<file path="src/rtl/conv_result_reader.sv">
// conv_result_reader: drains the convolution result memory filter by filter
// and streams each word over a valid/ready interface.
// Optional build macro: CONV_RESULT_RELU_EN (clamp negative results to zero
// at capture). Default build passes results through unchanged.

module conv_result_reader #(
  parameter int unsigned DATA_W      = 8,
  parameter int unsigned ADDR_W      = 8,
  parameter int unsigned NUM_FILTERS = 4,
  parameter int unsigned OUT_SIZE    = 16
) (
  input  logic              clk,
  input  logic              rst_n,
  input  logic              start,
  input  logic [ADDR_W-1:0] base_addr,
  output logic              mem_rd_en,
  output logic [ADDR_W-1:0] mem_addr,
  input  logic [DATA_W-1:0] mem_rdata,
  output logic              out_valid,
  input  logic              out_ready,
  output logic [DATA_W-1:0] out_data,
  output logic [7:0]        out_filter,
  output logic              out_last,
  output logic              busy,
  output logic              done
);

  localparam int unsigned FILT_W = (NUM_FILTERS > 1) ? $clog2(NUM_FILTERS) : 1;
  localparam int unsigned ELEM_W = (OUT_SIZE > 1) ? $clog2(OUT_SIZE) : 1;

  typedef enum logic [2:0] {
    S_IDLE    = 3'd0,
    S_FETCH   = 3'd1,
    S_CAPTURE = 3'd2,
    S_OUT     = 3'd3,
    S_FIN     = 3'd4
  } state_e;

  state_e state_q, state_d;

  // Drain context: latched base and the indices of the word in flight.
  logic [ADDR_W-1:0] base_q, base_d;
  logic [FILT_W-1:0] filt_q, filt_d;
  logic [ELEM_W-1:0] elem_q, elem_d;

  // Registered outputs.
  logic              mem_rd_en_q, mem_rd_en_d;
  logic [ADDR_W-1:0] mem_addr_q, mem_addr_d;
  logic              out_valid_q, out_valid_d;
  logic [DATA_W-1:0] out_data_q, out_data_d;
  logic [7:0]        out_filter_q, out_filter_d;
  logic              out_last_q, out_last_d;
  logic              busy_q, busy_d;
  logic              done_q, done_d;

  logic              hs_c;
  logic              last_c;
  logic              elem_wrap_c;
  logic [DATA_W-1:0] capture_c;
  logic [31:0]       offset_c;

  assign hs_c        = out_valid_q && out_ready;
  assign elem_wrap_c = (elem_q == ELEM_W'(OUT_SIZE - 1));
  assign last_c      = (filt_q == FILT_W'(NUM_FILTERS - 1)) && elem_wrap_c;

  // Capture-path data conditioning (optional ReLU clamp).
  always_comb begin
`ifdef CONV_RESULT_RELU_EN
    capture_c = mem_rdata[DATA_W-1] ? '0 : mem_rdata;
`else
    capture_c = mem_rdata;
`endif
  end

  // State register.
  always_ff @(posedge clk or negedge rst_n) begin
    if (!rst_n) begin
      state_q <= S_IDLE;
    end else begin
      state_q <= state_d;
    end
  end

  // Next-state logic; start is only honoured in IDLE.
  always_comb begin
    state_d = state_q;
    unique case (state_q)
      S_IDLE:    if (start) state_d = S_FETCH;
      S_FETCH:   state_d = S_CAPTURE;
      S_CAPTURE: state_d = S_OUT;
      S_OUT: begin
        if (hs_c) state_d = out_last_q ? S_FIN : S_FETCH;
      end
      S_FIN:     state_d = S_IDLE;
      default:   state_d = S_IDLE;
    endcase
  end

  // Datapath and output next values, derived from current and next state.
  always_comb begin
    base_d       = base_q;
    filt_d       = filt_q;
    elem_d       = elem_q;
    out_data_d   = out_data_q;
    out_filter_d = out_filter_q;
    out_last_d   = out_last_q;
    offset_c     = '0;

    unique case (state_q)
      S_IDLE: begin
        if (start) begin
          base_d = base_addr;
          filt_d = '0;
          elem_d = '0;
        end
      end
      S_CAPTURE: begin
        out_data_d   = capture_c;
        out_filter_d = 8'(filt_q);
        out_last_d   = last_c;
      end
      S_OUT: begin
        if (hs_c && !out_last_q) begin
          if (elem_wrap_c) begin
            elem_d = '0;
            filt_d = filt_q + FILT_W'(1);
          end else begin
            elem_d = elem_q + ELEM_W'(1);
          end
        end
      end
      default: ;
    endcase

    // Read address wraps modulo the address space.
    offset_c    = 32'(filt_d) * 32'(OUT_SIZE) + 32'(elem_d);
    mem_rd_en_d = (state_d == S_FETCH);
    mem_addr_d  = (state_d == S_FETCH) ? (base_d + offset_c[ADDR_W-1:0]) : mem_addr_q;
    out_valid_d = (state_d == S_OUT);
    busy_d      = (state_d != S_IDLE);
    done_d      = (state_d == S_FIN);
  end

  // Datapath and output registers; reset aborts any drain in progress.
  always_ff @(posedge clk or negedge rst_n) begin
    if (!rst_n) begin
      base_q       <= '0;
      filt_q       <= '0;
      elem_q       <= '0;
      mem_rd_en_q  <= 1'b0;
      mem_addr_q   <= '0;
      out_valid_q  <= 1'b0;
      out_data_q   <= '0;
      out_filter_q <= '0;
      out_last_q   <= 1'b0;
      busy_q       <= 1'b0;
      done_q       <= 1'b0;
    end else begin
      base_q       <= base_d;
      filt_q       <= filt_d;
      elem_q       <= elem_d;
      mem_rd_en_q  <= mem_rd_en_d;
      mem_addr_q   <= mem_addr_d;
      out_valid_q  <= out_valid_d;
      out_data_q   <= out_data_d;
      out_filter_q <= out_filter_d;
      out_last_q   <= out_last_d;
      busy_q       <= busy_d;
      done_q       <= done_d;
    end
  end

  assign mem_rd_en  = mem_rd_en_q;
  assign mem_addr   = mem_addr_q;
  assign out_valid  = out_valid_q;
  assign out_data   = out_data_q;
  assign out_filter = out_filter_q;
  assign out_last   = out_last_q;
  assign busy       = busy_q;
  assign done       = done_q;

endmodule

</file>
<file path="config.mk">
export PLATFORM = sky130hd
export DESIGN_NAME = conv_result_reader
export DESIGN_NICKNAME = d
export VERILOG_FILES = /design/src/rtl/conv_result_reader.sv
export SDC_FILE = /design/constraint.sdc
export NUM_CORES = 1
export LEC_CHECK = 0
export CAP_MARGIN = 20
export CORE_ASPECT_RATIO = 1.1
export CORE_UTILIZATION = 50
export CTS_CLUSTER_DIAMETER = 120
export CTS_CLUSTER_SIZE = 30
export DETAILED_ROUTE_END_ITERATION = 10
export PLACE_DENSITY = 0.91
export SLEW_MARGIN = 20
export SYNTH_ARGS = -nofsm -noshare
export SYNTH_HDL_FRONTEND = slang
export SYNTH_SLANG_ARGS = --single-unit
</file>
<file path="constraint.sdc">
create_clock -name clk -period 8.4 [get_ports clk]
set_input_delay 1.68 -clock clk [delete_from_list [all_inputs] [get_ports clk]]
set_output_delay 1.68 -clock clk [all_outputs]
set_load 0.05 [all_outputs]
</file>
# ---- After elaboration in Yosys (flattened, before gate mapping)
# Index checks and enable logic that the tools add are counted.
dict set report totals {
  input_bits 20
  output_inout_bits 29
  register_bits 40
}
dict set report classes {
  n_reduce_logical 6
  addsub 4
  n_eq_ne 8
  muxes 14
}
# cell count
set ops {}
lappend ops {{8-bit 2-to-1 mux} 2}
lappend ops {{4-bit 2-to-1 mux} 3}
lappend ops {{3-bit case mux with 4 select lines} 1}
lappend ops {{3-bit by 2-bit == test with 1-bit output, second input constant} 3}
lappend ops {{3-bit 2-to-1 mux} 3}
lappend ops {{8-bit by 7-bit adder with 8-bit output} 1}
lappend ops {{4-bit case mux with 2 select lines} 1}
lappend ops {{6-bit by 4-bit adder with 7-bit output} 1}
lappend ops {{3-bit by 1-bit == test with 1-bit output, second input constant} 2}
lappend ops {{2-bit 2-to-1 mux} 3}
lappend ops {{4-bit by 1-bit adder with 4-bit output, second input constant} 1}
lappend ops {{4-bit == test, second input constant} 1}
lappend ops {{2-bit case mux with 2 select lines} 1}
lappend ops {{3-bit == test, second input constant} 1}
lappend ops {{1-bit logical AND} 3}
lappend ops {{3-bit zero test} 1}
lappend ops {{3-bit nonzero test} 1}
lappend ops {{2-bit by 1-bit adder with 2-bit output, second input constant} 1}
lappend ops {{2-bit == test, second input constant} 1}
lappend ops {{1-bit zero test} 1}

# ---- Longest topological paths before layout
# Gate-level depths: netlist of the first run.
dict set report logic_depth {
  depth_word 6
  ltp_mapped 12
  depth_no_buf 10
}

# ---- Least setup slack after synthesis of the first run
# Ideal clock, no wire load.
dict set report synth_path {
  kind {input to register}
  start {input port start}
  end {register mem_addr_q[6] (netlist: mem_addr[6])}
  cell_stages 10
  arrival_time_ps 4091
  setup_ps 67
  t_required_ps 8333
  slack_ps 4242
  n_path_buf 1
  path_cell_list {or4b_2 > clkbuf_1 > nand2_1 > nand2_1 > ha_1 > fa_1 > a211oi_1 > o21bai_1 > a2111oi_0 > a221o_1}
}
# element line
set synth_lines {}
lappend synth_lines {{from (decl)} 14} ;# input logic start,
lappend synth_lines {{8-bit 2-to-1 mux} 111} ;# if (start) begin
lappend synth_lines {{8-bit 2-to-1 mux} 109} ;# unique case (state_q)
lappend synth_lines {{named net base_d[0]} 42} ;# logic [ADDR_W-1:0] base_q, base_d;
lappend synth_lines {{8-bit by 7-bit adder with 8-bit output} 138} ;# mem_addr_d = (state_d == S_FETCH) ? (base_d + offset_c[ADDR_W-1:0]) : mem_addr_q;
lappend synth_lines {{to (signal assigned)} 163} ;# mem_addr_q <= mem_addr_d;
lappend synth_lines {{to (decl)} 48} ;# logic [ADDR_W-1:0] mem_addr_q, mem_addr_d;
# The timed path passes the listed nets, and every way through them passes these cells.
# A chain may end at the register's enable or synchronous reset.

# ---- Final worst setup path of the first run
dict set report layout_path {
  start {input port start}
  end {register mem_addr_q[6] (netlist: mem_addr[6])}
}
dict set report layout_between {
  elab_chain_cells 4
}
# element line
set layout_rtl {}
lappend layout_rtl {{4-bit 2-to-1 mux} 111}
lappend layout_rtl {{4-bit case mux with 2 select lines} 109}
lappend layout_rtl {{named net elem_d[0]} 44} ;# logic [ELEM_W-1:0] elem_q, elem_d;
lappend layout_rtl {{6-bit by 4-bit adder with 7-bit output} 136} ;# offset_c = 32'(filt_d) * 32'(OUT_SIZE) + 32'(elem_d);
lappend layout_rtl {{8-bit by 7-bit adder with 8-bit output} 138}
# The timed path passes the listed nets, and every way through them passes these cells.

==> results.sh, run 1 <==
export IMPL_cts_resized=0
export IMPL_path_class="in -> reg"
export IMPL_dieHeight_um=67.20
export IMPL_place_inst=265
export IMPL_fin_crit_sh=0.5588
export IMPL_switching_share=0.4637
export IMPL_peakVddDrop_mv=0.2241
export IMPL_dieArea_sq_mm=0.004117
export IMPL_antenna_found_initial=0
export IMPL_synth_most_common_cell="dfrtp_1"
export IMPL_cts_tree="done"
export IMPL_grt_busiest_layer="met2"
export IMPL_synth_cell_type_count=40
export IMPL_final_cells=273
export IMPL_met1_usage=0.2375
export IMPL_ys_warnings_count=0
export IMPL_synth_area_leaders="dfrtp_1 52%, nand2_1 7.4%, mux2_2 6.4%"
export IMPL_grt_overflow=0
export IMPL_drc=0
export IMPL_rows=23
export IMPL_async_reset_ff_frac=1.000
export IMPL_drive_above_1_share=0.1166
export IMPL_max_slew_margin=0.4091
export IMPL_antenna_cells=0
export IMPL_min_delay_path_depth=2
export IMPL_worstPathRequired_ps=8640
export IMPL_cp_start_kind="input pin"
export IMPL_postCtsSetupBuffers=0
export IMPL_vias=1473
export IMPL_synth_common_cells="40 x dfrtp_1, 38 x nand2_1, 11 x mux2_2, 11 x o21ai_0"
export IMPL_path_clk_slew_ps=80
export IMPL_switching_power_w=0.0004580
export IMPL_die_w_um=61.27
export IMPL_syn_area_sq_mm=0.001932
export IMPL_status="finished, final reports clean"
export IMPL_syn_avg_cell_area_sq_um=10.79
export IMPL_cp_arrival_ps=4930
export IMPL_regToRegSetupSlack_ps=5030
export IMPL_fin_util=0.6617
export IMPL_drt_iter0_markers=61
export IMPL_comb_power_share=0.548
export IMPL_hold_viol=0
export IMPL_grt_pass1_vias=1431
export IMPL_gp_congestion=0.8133
export IMPL_synth_seq_cells=40
export IMPL_routed_wl_um=3921
export IMPL_drv_cap=0
export IMPL_p_seq_frac=0.325
export IMPL_worst_hold_slack_ps=484.1
export IMPL_portBuffers=42
export IMPL_yosys_most_used_dff="dfrtp_1"
export IMPL_pwr_share_clk=0.127
export IMPL_syn_to_final_growth_pct=26.17
export IMPL_wl_per_cell_um=14.36
export IMPL_syn_inst=179
export IMPL_grt_max_degree=41
export IMPL_design_core_area_sq_mm=0.003684
export IMPL_intPower_w=0.0005296
export IMPL_worstReg2RegEnd="mem_addr[6]"
export IMPL_met3_usage=0.06130
export IMPL_cts_root_buffer="clkbuf_8"
export IMPL_finalClockSkew_ps=7.055
export IMPL_synth_edf_count=0
export IMPL_cts_sinks=40
export IMPL_maxSlewViolCount=0
export IMPL_yosysSeqAreaShare=0.5181
export IMPL_tightest_slew_ps=883.0
export IMPL_timing_rr_start="state_q[0]"
export IMPL_clock_path_buffers=2
export IMPL_synth_top_cell_area_share=0.5181
export IMPL_nNetsFinal=251
export IMPL_grt_setup_unrepaired="no"
export IMPL_use_met2=0.3736
export IMPL_min_path_type="reg -> reg"
export IMPL_grtUsageTotal=0.2157
export IMPL_cts_buffers_inserted=5
export IMPL_worstPathMaxFanout=14
export IMPL_yosys_area_top_type="dfrtp_1"
export IMPL_htreeDepth=2
export IMPL_start_util=0.5245
export IMPL_p_leak_nw=1.101
export IMPL_max_clock_freq_mhz=213.1
export IMPL_r2r_cells=10
export IMPL_holdPathEnd="mem_addr[0]"
export IMPL_grt_pass1_wl_um=6279
export IMPL_pin_count=49
export IMPL_period_minus_slack_ps=4694
export IMPL_fin_setup_tns_ps=0
export IMPL_min_from="mem_addr[0]"
export IMPL_dr_pass1_iters=4
export IMPL_clock_insertion_delay_worst_skew_ps=300
export IMPL_hpwl_um=2824
export IMPL_end_kind="flop"
export IMPL_powerDensity_mw_per_mm2=405.2
export IMPL_vias_per_cell=5.396
export IMPL_cts_hold_buf=0
export IMPL_ant_nets=0
export IMPL_setup_viol=0
-- power by group through the flow --
stage	registers, W	logic [W]	clock network (W)
floorplan	0.000459	0.000258	0
global placement	0.000318	0.000523	0
detailed placement	0.000322	0.000537	0
CTS	0.000321	0.000543	0.000128
global route	0.000330	0.000588	0.000135
finish	0.000321	0.000541	0.000126
-- state kept, by name, indices dropped and copies added (netlist names) --
name and count:
filt_q 2, busy 1, base_q 8, out_filter 2, elem_q 4, mem_addr 8, mem_rd_en 1, done 1
out_valid 1, out_last 1, state_q 3, out_data 8
-- critical path: stages --
cell and delay (ps):
clkdlybuf4s50_1 520, nor4b_4 510, a31oi_2 270, nand2_1 150, o21ai_0 140, ha_1 260, fa_1 430, a211oi_1 220
o21bai_1 120, a2111oi_0 450, a221o_1 180
-- area by class of cell --
class / instances / area (sq um)
repair buffers: 42 / 415.4
clock buffers: 5 / 68.82
multi-input cells: 130 / 859.6
well taps: 50 / 62.56
flip-flops and latches: 40 / 1001
clock inverters: 3 / 18.77
fillers: 303 / 1246
inverters: 3 / 11.26
-- cells by family after synthesis --
family | count (synthesis) | share of synthesized area
and+or+nand+nor | 65 | 0.1593
DFF | 40 | 0.5181
AOI/OAI and AO/OA | 33 | 0.1153
muxes | 14 | 0.07966
buffers and inverters | 14 | 0.04986
adders and majority gates | 9 | 0.06218
xor gates and xnor gates | 3 | 0.01360
other | 1 | 0.001941
-- per-layer routing --
metal,wire length (um),vias to the layer above
li1,-,703
met1,1583,713
met2,2049,47
met3,191,10
met4,97,0
met5,0,-
-- worst max-delay path by stage --
stage	start	end	slack [ps]	cells past startpoint
after floorplan	start	mem_addr[6]	4240	10
after global placement	start	mem_addr[6]	3500	11
after detailed placement	start	mem_addr[6]	3310	11
after CTS	start	mem_addr[6]	3610	11
after global routing	start	mem_addr[6]	3520	11
final	start	mem_addr[6]	3710	11
-- cell usage in the layout (no fill, tap or decap), types with 2 or more instances in the layout --
cell type         n
nand2b_1          2
nand3_1           3
dfrtp_1          40
nand4_1           2
a21o_1            3
nor3_1            6
a21oi_1           5
o21ai_0          11
xor2_1            2
nand2_1          38
nor2_1            8
mux2i_1           3
clkinv_2          2
a211oi_1          3
clkbuf_8          5
inv_1             2
mux2_2           11
o21bai_1          2
clkdlybuf4s50_1  41
ha_1              8
conb_1            6
-- metrics by stage --
stage               worst slack, ps  power [W]  cell area, sq um
floorplan                      4242  0.0007165              1951
finish                         3706  0.0009876              2437
CTS                            3613  0.0009919              2431
global placement               3501  0.0008407              2344
global route                   3523   0.001053              2437
detailed placement             3307  0.0008587              2344
Power figures use the tool's default switching activity.
==> run 2, diff against run 1 <==
--- a/config.mk
+++ b/config.mk
@@ -7,11 +7,11 @@
 export LEC_CHECK = 0
 export CAP_MARGIN = 20
 export CORE_ASPECT_RATIO = 1.1
-export CORE_UTILIZATION = 50
+export CORE_UTILIZATION = 48
 export CTS_CLUSTER_DIAMETER = 120
 export CTS_CLUSTER_SIZE = 30
 export DETAILED_ROUTE_END_ITERATION = 10
-export PLACE_DENSITY = 0.91
+export PLACE_DENSITY = 0.88
 export SLEW_MARGIN = 20
 export SYNTH_ARGS = -nofsm -noshare
 export SYNTH_HDL_FRONTEND = slang
==> constraint.sdc (replaced) <==
create_clock -name clk -period 4.55 [get_ports clk]
set_input_delay 0.91 -clock clk [delete_from_list [all_inputs] [get_ports clk]]
set_output_delay 0.91 -clock clk [all_outputs]
set_load 0.05 [all_outputs]
==> results.sh, run 2 (synthesis gave the netlist of run 1 again) <==
export IMPL_vias_per_cell=5.302
export IMPL_max_clock_freq_mhz=267.6
export IMPL_peakVddDrop_mv=0.4107
export IMPL_dr_pass1_iters=5
export IMPL_cts_sinks=40
export IMPL_cts_resized=0
export IMPL_grtUsageTotal=0.1964
export IMPL_gp_congestion=0.8447
export IMPL_die_w_um=62.49
export IMPL_grt_max_degree=41
export IMPL_portBuffers=42
export IMPL_cp_start_kind="input pin"
export IMPL_wl_met1_um=1612
export IMPL_cp_arrival_ps=3970
export IMPL_dieArea_sq_mm=0.004283
export IMPL_vias=1458
export IMPL_min_path_type="reg -> reg"
export IMPL_antenna_cells=0
export IMPL_grt_setup_unrepaired="no"
export IMPL_htreeDepth=2
export IMPL_fin_crit_sh=0.8214
export IMPL_dr_wl_met3_um=139
export IMPL_path_clk_slew_ps=70
export IMPL_clock_insertion_delay_worst_skew_ps=290
export IMPL_hpwl_um=2840
export IMPL_drive_above_1_share=0.1200
export IMPL_cts_tree="done"
export IMPL_cpMaxStageDelayCell="or4b_2"
export IMPL_layout_common_cells="41 x clkdlybuf4s50_1, 40 x dfrtp_1, 38 x nand2_1, 11 x o21ai_0, 11 x mux2_2"
export IMPL_clock_path_buffers=2
export IMPL_grt_pass1_vias=1411
export IMPL_design_core_area_sq_mm=0.003741
export IMPL_status="finished, final reports clean"
export IMPL_nFillCells=297
export IMPL_critPathMostFrequentCell="nand2_1"
export IMPL_drc=0
export IMPL_dieHeight_um=68.54
export IMPL_wl_per_cell_um=14.07
export IMPL_cts_root_buffer="clkbuf_8"
export IMPL_setup_ws_ps=812.4
export IMPL_worstPathRequired_ps=4780
export IMPL_placed_area_sq_mm=0.002359
export IMPL_route_met2_wl_um=2023
export IMPL_postCtsSetupBuffers=0
export IMPL_period_minus_slack_ps=3738
export IMPL_syn_to_final_growth_pct=26.88
export IMPL_hold_viol=0
export IMPL_antenna_found_initial=0
export IMPL_drt_iter0_markers=72
export IMPL_cts_hold_buf=0
export IMPL_path_class="in -> reg"
export IMPL_ant_nets=0
export IMPL_grt_overflow=0
export IMPL_pre_cts_ws_ps=505.0
export IMPL_routed_wl_um=3868
export IMPL_powerDensity_mw_per_mm2=748.4
export IMPL_drv_cap=0
export IMPL_setup_viol=0
export IMPL_start_util=0.5164
export IMPL_layout_commonest_cell="clkdlybuf4s50_1"
export IMPL_max_slew_margin=0.4228
export IMPL_maxSlewViolCount=0
export IMPL_worstPathMaxFanout=11
export IMPL_fin_setup_tns_ps=0
export IMPL_nNetsFinal=253
export IMPL_tightest_slew_ps=865.8
export IMPL_pin_count=49
export IMPL_p_leak_nw=1.114
export IMPL_cts_buffers_inserted=5
export IMPL_top_layer="met4"
export IMPL_slowest_delay_ps=760
export IMPL_total_power_w=0.001834
export IMPL_rows=23
export IMPL_end_kind="flop"
export IMPL_grt_pass1_wl_um=6216
export IMPL_cp_cell_sequence="clkdlybuf4s50_1 > or4b_2 > nand2_1 > nand2_1 > ha_1 > fa_1 > a211oi_1 > o21bai_1 > a2111oi_0 > a221o_1"
export IMPL_design_area_sq_mm=0.002451
export IMPL_finalClockSkew_ps=3.430
==> run 2: through the flow <==
| stage | hold slack [ps] | instances | util |
|---|---|---|---|
| after CTS | 481.6 | 275 | 0.6552 |
| after global routing | 508.7 | 275 | 0.6552 |
| after floorplan | 446.4 | 184 | - |
| after global placement | 452.2 | 267 | 0.6304 |
| after detailed placement | 464.6 | 267 | 0.6304 |
| final | 478.1 | 275 | 0.6552 |
==> run 2: final cells by class <==
| class | count | area [sq um] | area share |
|---|---|---|---|
| flip-flops and latches | 40 | 1001 | 0.4084 |
| multi-input cells | 130 | 853.3 | 0.3481 |
| repair buffers | 44 | 430.4 | 0.1756 |
| clock buffers | 6 | 82.58 | 0.03369 |
| well taps | 50 | 62.56 | 0.02552 |
| inverters | 3 | 11.26 | 0.004594 |
| clock inverters | 2 | 10.01 | 0.004084 |
==> run 2: critical path: cells and delay by family <==
kind / cells / cell delay [ps]
AND/OR/NAND/NOR: 3 / 970
adder cells (fa/ha/maj): 2 / 670
AO/OA/AOI/OAI: 4 / 900
buffers and inverters: 1 / 520
==> run 2: routing by layer <==
metal / up-vias / track usage
met4: 0 / 0.09593
met1: 705 / 0.2097
met2: 31 / 0.3682
met3: 9 / 0.05099
met5: - / 0
li1: 713 / -
==> run 2: path summary, 6_finish.rpt <==
kind                             start     endpoint  slack, ps  depth (start not counted)
max                              start  mem_addr[6]        810                         10
max in group asynchronous        rst_n  mem_addr[4]       3280                          1
max reg2reg                 state_q[0]  mem_addr[6]       1360                          9
min in group asynchronous        rst_n  out_data[1]        720                          1
min                        mem_addr[0]  mem_addr[0]        480                          2
min reg2reg                mem_addr[0]  mem_addr[0]        480                          2
==> run 2: report_power, final <==
part           switching (W)  internal [W]
Combinational       0.000627      0.000377
Sequential         0.0000922      0.000498
Clock               0.000119      0.000121
Total               0.000838      0.000996
==> run 3, diff against run 2 <==
--- a/config.mk
+++ b/config.mk
@@ -7,11 +7,11 @@
 export LEC_CHECK = 0
 export CAP_MARGIN = 20
 export CORE_ASPECT_RATIO = 1.1
-export CORE_UTILIZATION = 48
+export CORE_UTILIZATION = 44
 export CTS_CLUSTER_DIAMETER = 120
 export CTS_CLUSTER_SIZE = 30
 export DETAILED_ROUTE_END_ITERATION = 10
-export PLACE_DENSITY = 0.88
+export PLACE_DENSITY = 0.86
 export SLEW_MARGIN = 20
 export SYNTH_ARGS = -nofsm -noshare
 export SYNTH_HDL_FRONTEND = slang
==> constraint.sdc (replaced) <==
create_clock -name clk -period 3.1 [get_ports clk]
set_input_delay 0.62 -clock clk [delete_from_list [all_inputs] [get_ports clk]]
set_output_delay 0.62 -clock clk [all_outputs]
set_load 0.05 [all_outputs]
==> results.sh, run 3 (synthesis gave the netlist of run 1 again) <==
export IMPL_routed_wl_um=4061
export IMPL_drive_above_1_share=0.1983
export IMPL_cts_hold_buf=0
export IMPL_dr_pass1_iters=4
export IMPL_gp_congestion=0.8177
export IMPL_nNetsFinal=271
export IMPL_layout_commonest_cell="clkdlybuf4s50_1"
export IMPL_setup_viol=0
export IMPL_antenna_cells=0
export IMPL_worstPathMaxFanout=5
export IMPL_cts_sinks=40
export IMPL_tightest_slew_ps=862.9
export IMPL_portBuffers=42
export IMPL_cp_arrival_ps=3190
export IMPL_wl_per_cell_um=13.81
export IMPL_grt_pass1_vias=1540
export IMPL_die_w_um=65.18
export IMPL_peakVddDrop_mv=0.6907
export IMPL_hpwl_um=2983
export IMPL_design_core_area_sq_mm=0.004084
export IMPL_design_area_sq_mm=0.002615
export IMPL_powerDensity_mw_per_mm2=1100
export IMPL_hold_viol=0
export IMPL_period_minus_slack_ps=3016
export IMPL_comb_power_share=0.581
export IMPL_worstPathRequired_ps=3270
export IMPL_nFillCells=339
export IMPL_vias_per_cell=5.211
export IMPL_clock_insertion_delay_worst_skew_ps=290
export IMPL_cts_tree="done"
export IMPL_pwr_share_clk=0.127
export IMPL_drt_iter0_markers=86
export IMPL_syn_to_final_growth_pct=35.36
export IMPL_dieArea_sq_mm=0.004660
export IMPL_status="finished, final reports clean"
export IMPL_path_class="in -> reg"
export IMPL_p_leak_nw=1.207
export IMPL_maxSlewViolCount=0
export IMPL_htreeDepth=2
export IMPL_fin_crit_sh=0.9728
export IMPL_layout_common_cells="41 x clkdlybuf4s50_1, 40 x dfrtp_1, 38 x nand2_1, 20 x buf_4, 11 x mux2_2"
export IMPL_clock_path_buffers=2
export IMPL_finalClockSkew_ps=3.676
export IMPL_cp_start_kind="input pin"
export IMPL_worst_hold_slack_ps=445.5
export IMPL_total_power_w=0.002876
export IMPL_start_util=0.4730
export IMPL_cts_root_buffer="clkbuf_8"
export IMPL_max_clock_freq_mhz=331.6
export IMPL_rows=24
export IMPL_placed_area_sq_mm=0.002489
export IMPL_drc=0
export IMPL_vias=1532
export IMPL_path_clk_slew_ps=70
export IMPL_p_seq_frac=0.293
export IMPL_grtUsageTotal=0.1860
export IMPL_max_slew_margin=0.4247
export IMPL_intPower_w=0.001605
export IMPL_antenna_found_initial=0
export IMPL_end_kind="flop"
export IMPL_ant_nets=0
export IMPL_drv_cap=0
export IMPL_timing_rr_start="state_q[1]"
export IMPL_pin_count=49
export IMPL_dieHeight_um=71.50
export IMPL_min_path_type="in -> async"
export IMPL_cts_buffers_inserted=5
export IMPL_grt_setup_unrepaired="no"
export IMPL_critPathLaunch="start"
export IMPL_grt_overflow=0
export IMPL_switching_power_w=0.001271
export IMPL_r2r_cells=10
export IMPL_switching_share=0.4419
export IMPL_grt_max_degree=41
export IMPL_grt_pass1_wl_um=6610
-- run 3: cell types whose count changed in the layout (fill, tap and decap cells not counted), moves of 2 or more --
cell and delta:
o21ai_1 +3, a211oi_1 -2, a211oi_2 +2, buf_4 +18, o21ai_0 -3, clkinv_2 -2
-- run 3: repair_timing --
item	4_1_cts	5_1_grt
buffers inserted	0	1
endpoints found under the setup margin	4	3
pin swaps	1	1
cloned	0	0
resized for setup	3	6
-- run 3: power by group through the flow --
stage	logic (W)	registers (W)	clock network (W)
global placement	0.00158	0.000836	0
finish	0.00167	0.000842	0.000364
CTS	0.00164	0.000841	0.000374
global route	0.00180	0.000863	0.000392
detailed placement	0.00162	0.000848	0
floorplan	0.000699	0.00124	0
-- run 3: metrics by stage --
step / cells / util / TNS (ps) / worst slack, ps
final: 294 / 0.6403 / 0 / 84.34
after global routing: 294 / 0.6403 / 0 / 6.180
after CTS: 293 / 0.6354 / 0 / 11.07
after detailed placement: 286 / 0.6094 / -1566 / -600.7
after global placement: 286 / 0.6094 / -1214 / -383.2
after floorplan: 184 / - / 0 / 1.707
-- run 3: worst paths after layout --
kind / end / slack, ps
max: mem_addr[6] / 80
min: state_q[0] / 450
max reg2reg: mem_addr[5] / 390
min reg2reg: mem_addr[1] / 470
max in group asynchronous: elem_q[3] / 2120
min in group clk: mem_addr[1] / 470
-- run 3: layout make-up --
type	count	area, sq um	area share
well taps	52	65.06	0.02488
inverters	3	11.26	0.004306
repair buffers	62	565.5	0.2163
clock buffers	7	96.34	0.03684
multi-input cells	130	875.8	0.3349
flip-flops and latches	40	1001	0.3828
-- run 3: per-layer routing --
layer  GRT usage  up-vias  wire (um)  part of all wire
met5           0        -          0                 0
met4     0.07729        0         57             0.014
met2      0.3391       40       2122              0.52
li1            -      744          -                 -
met3     0.03344        5        176             0.043
met1      0.2106      743       1705              0.42
-- run 3: critical path, stage by stage --
cell and delay [ps]:
clkdlybuf4s50_1 470, or4b_4 500, nand2_1 90, nand2_1 80, ha_2 200, fa_1 410
a211oi_2 190, o21bai_1 140, a21o_1 200, a221o_1 280
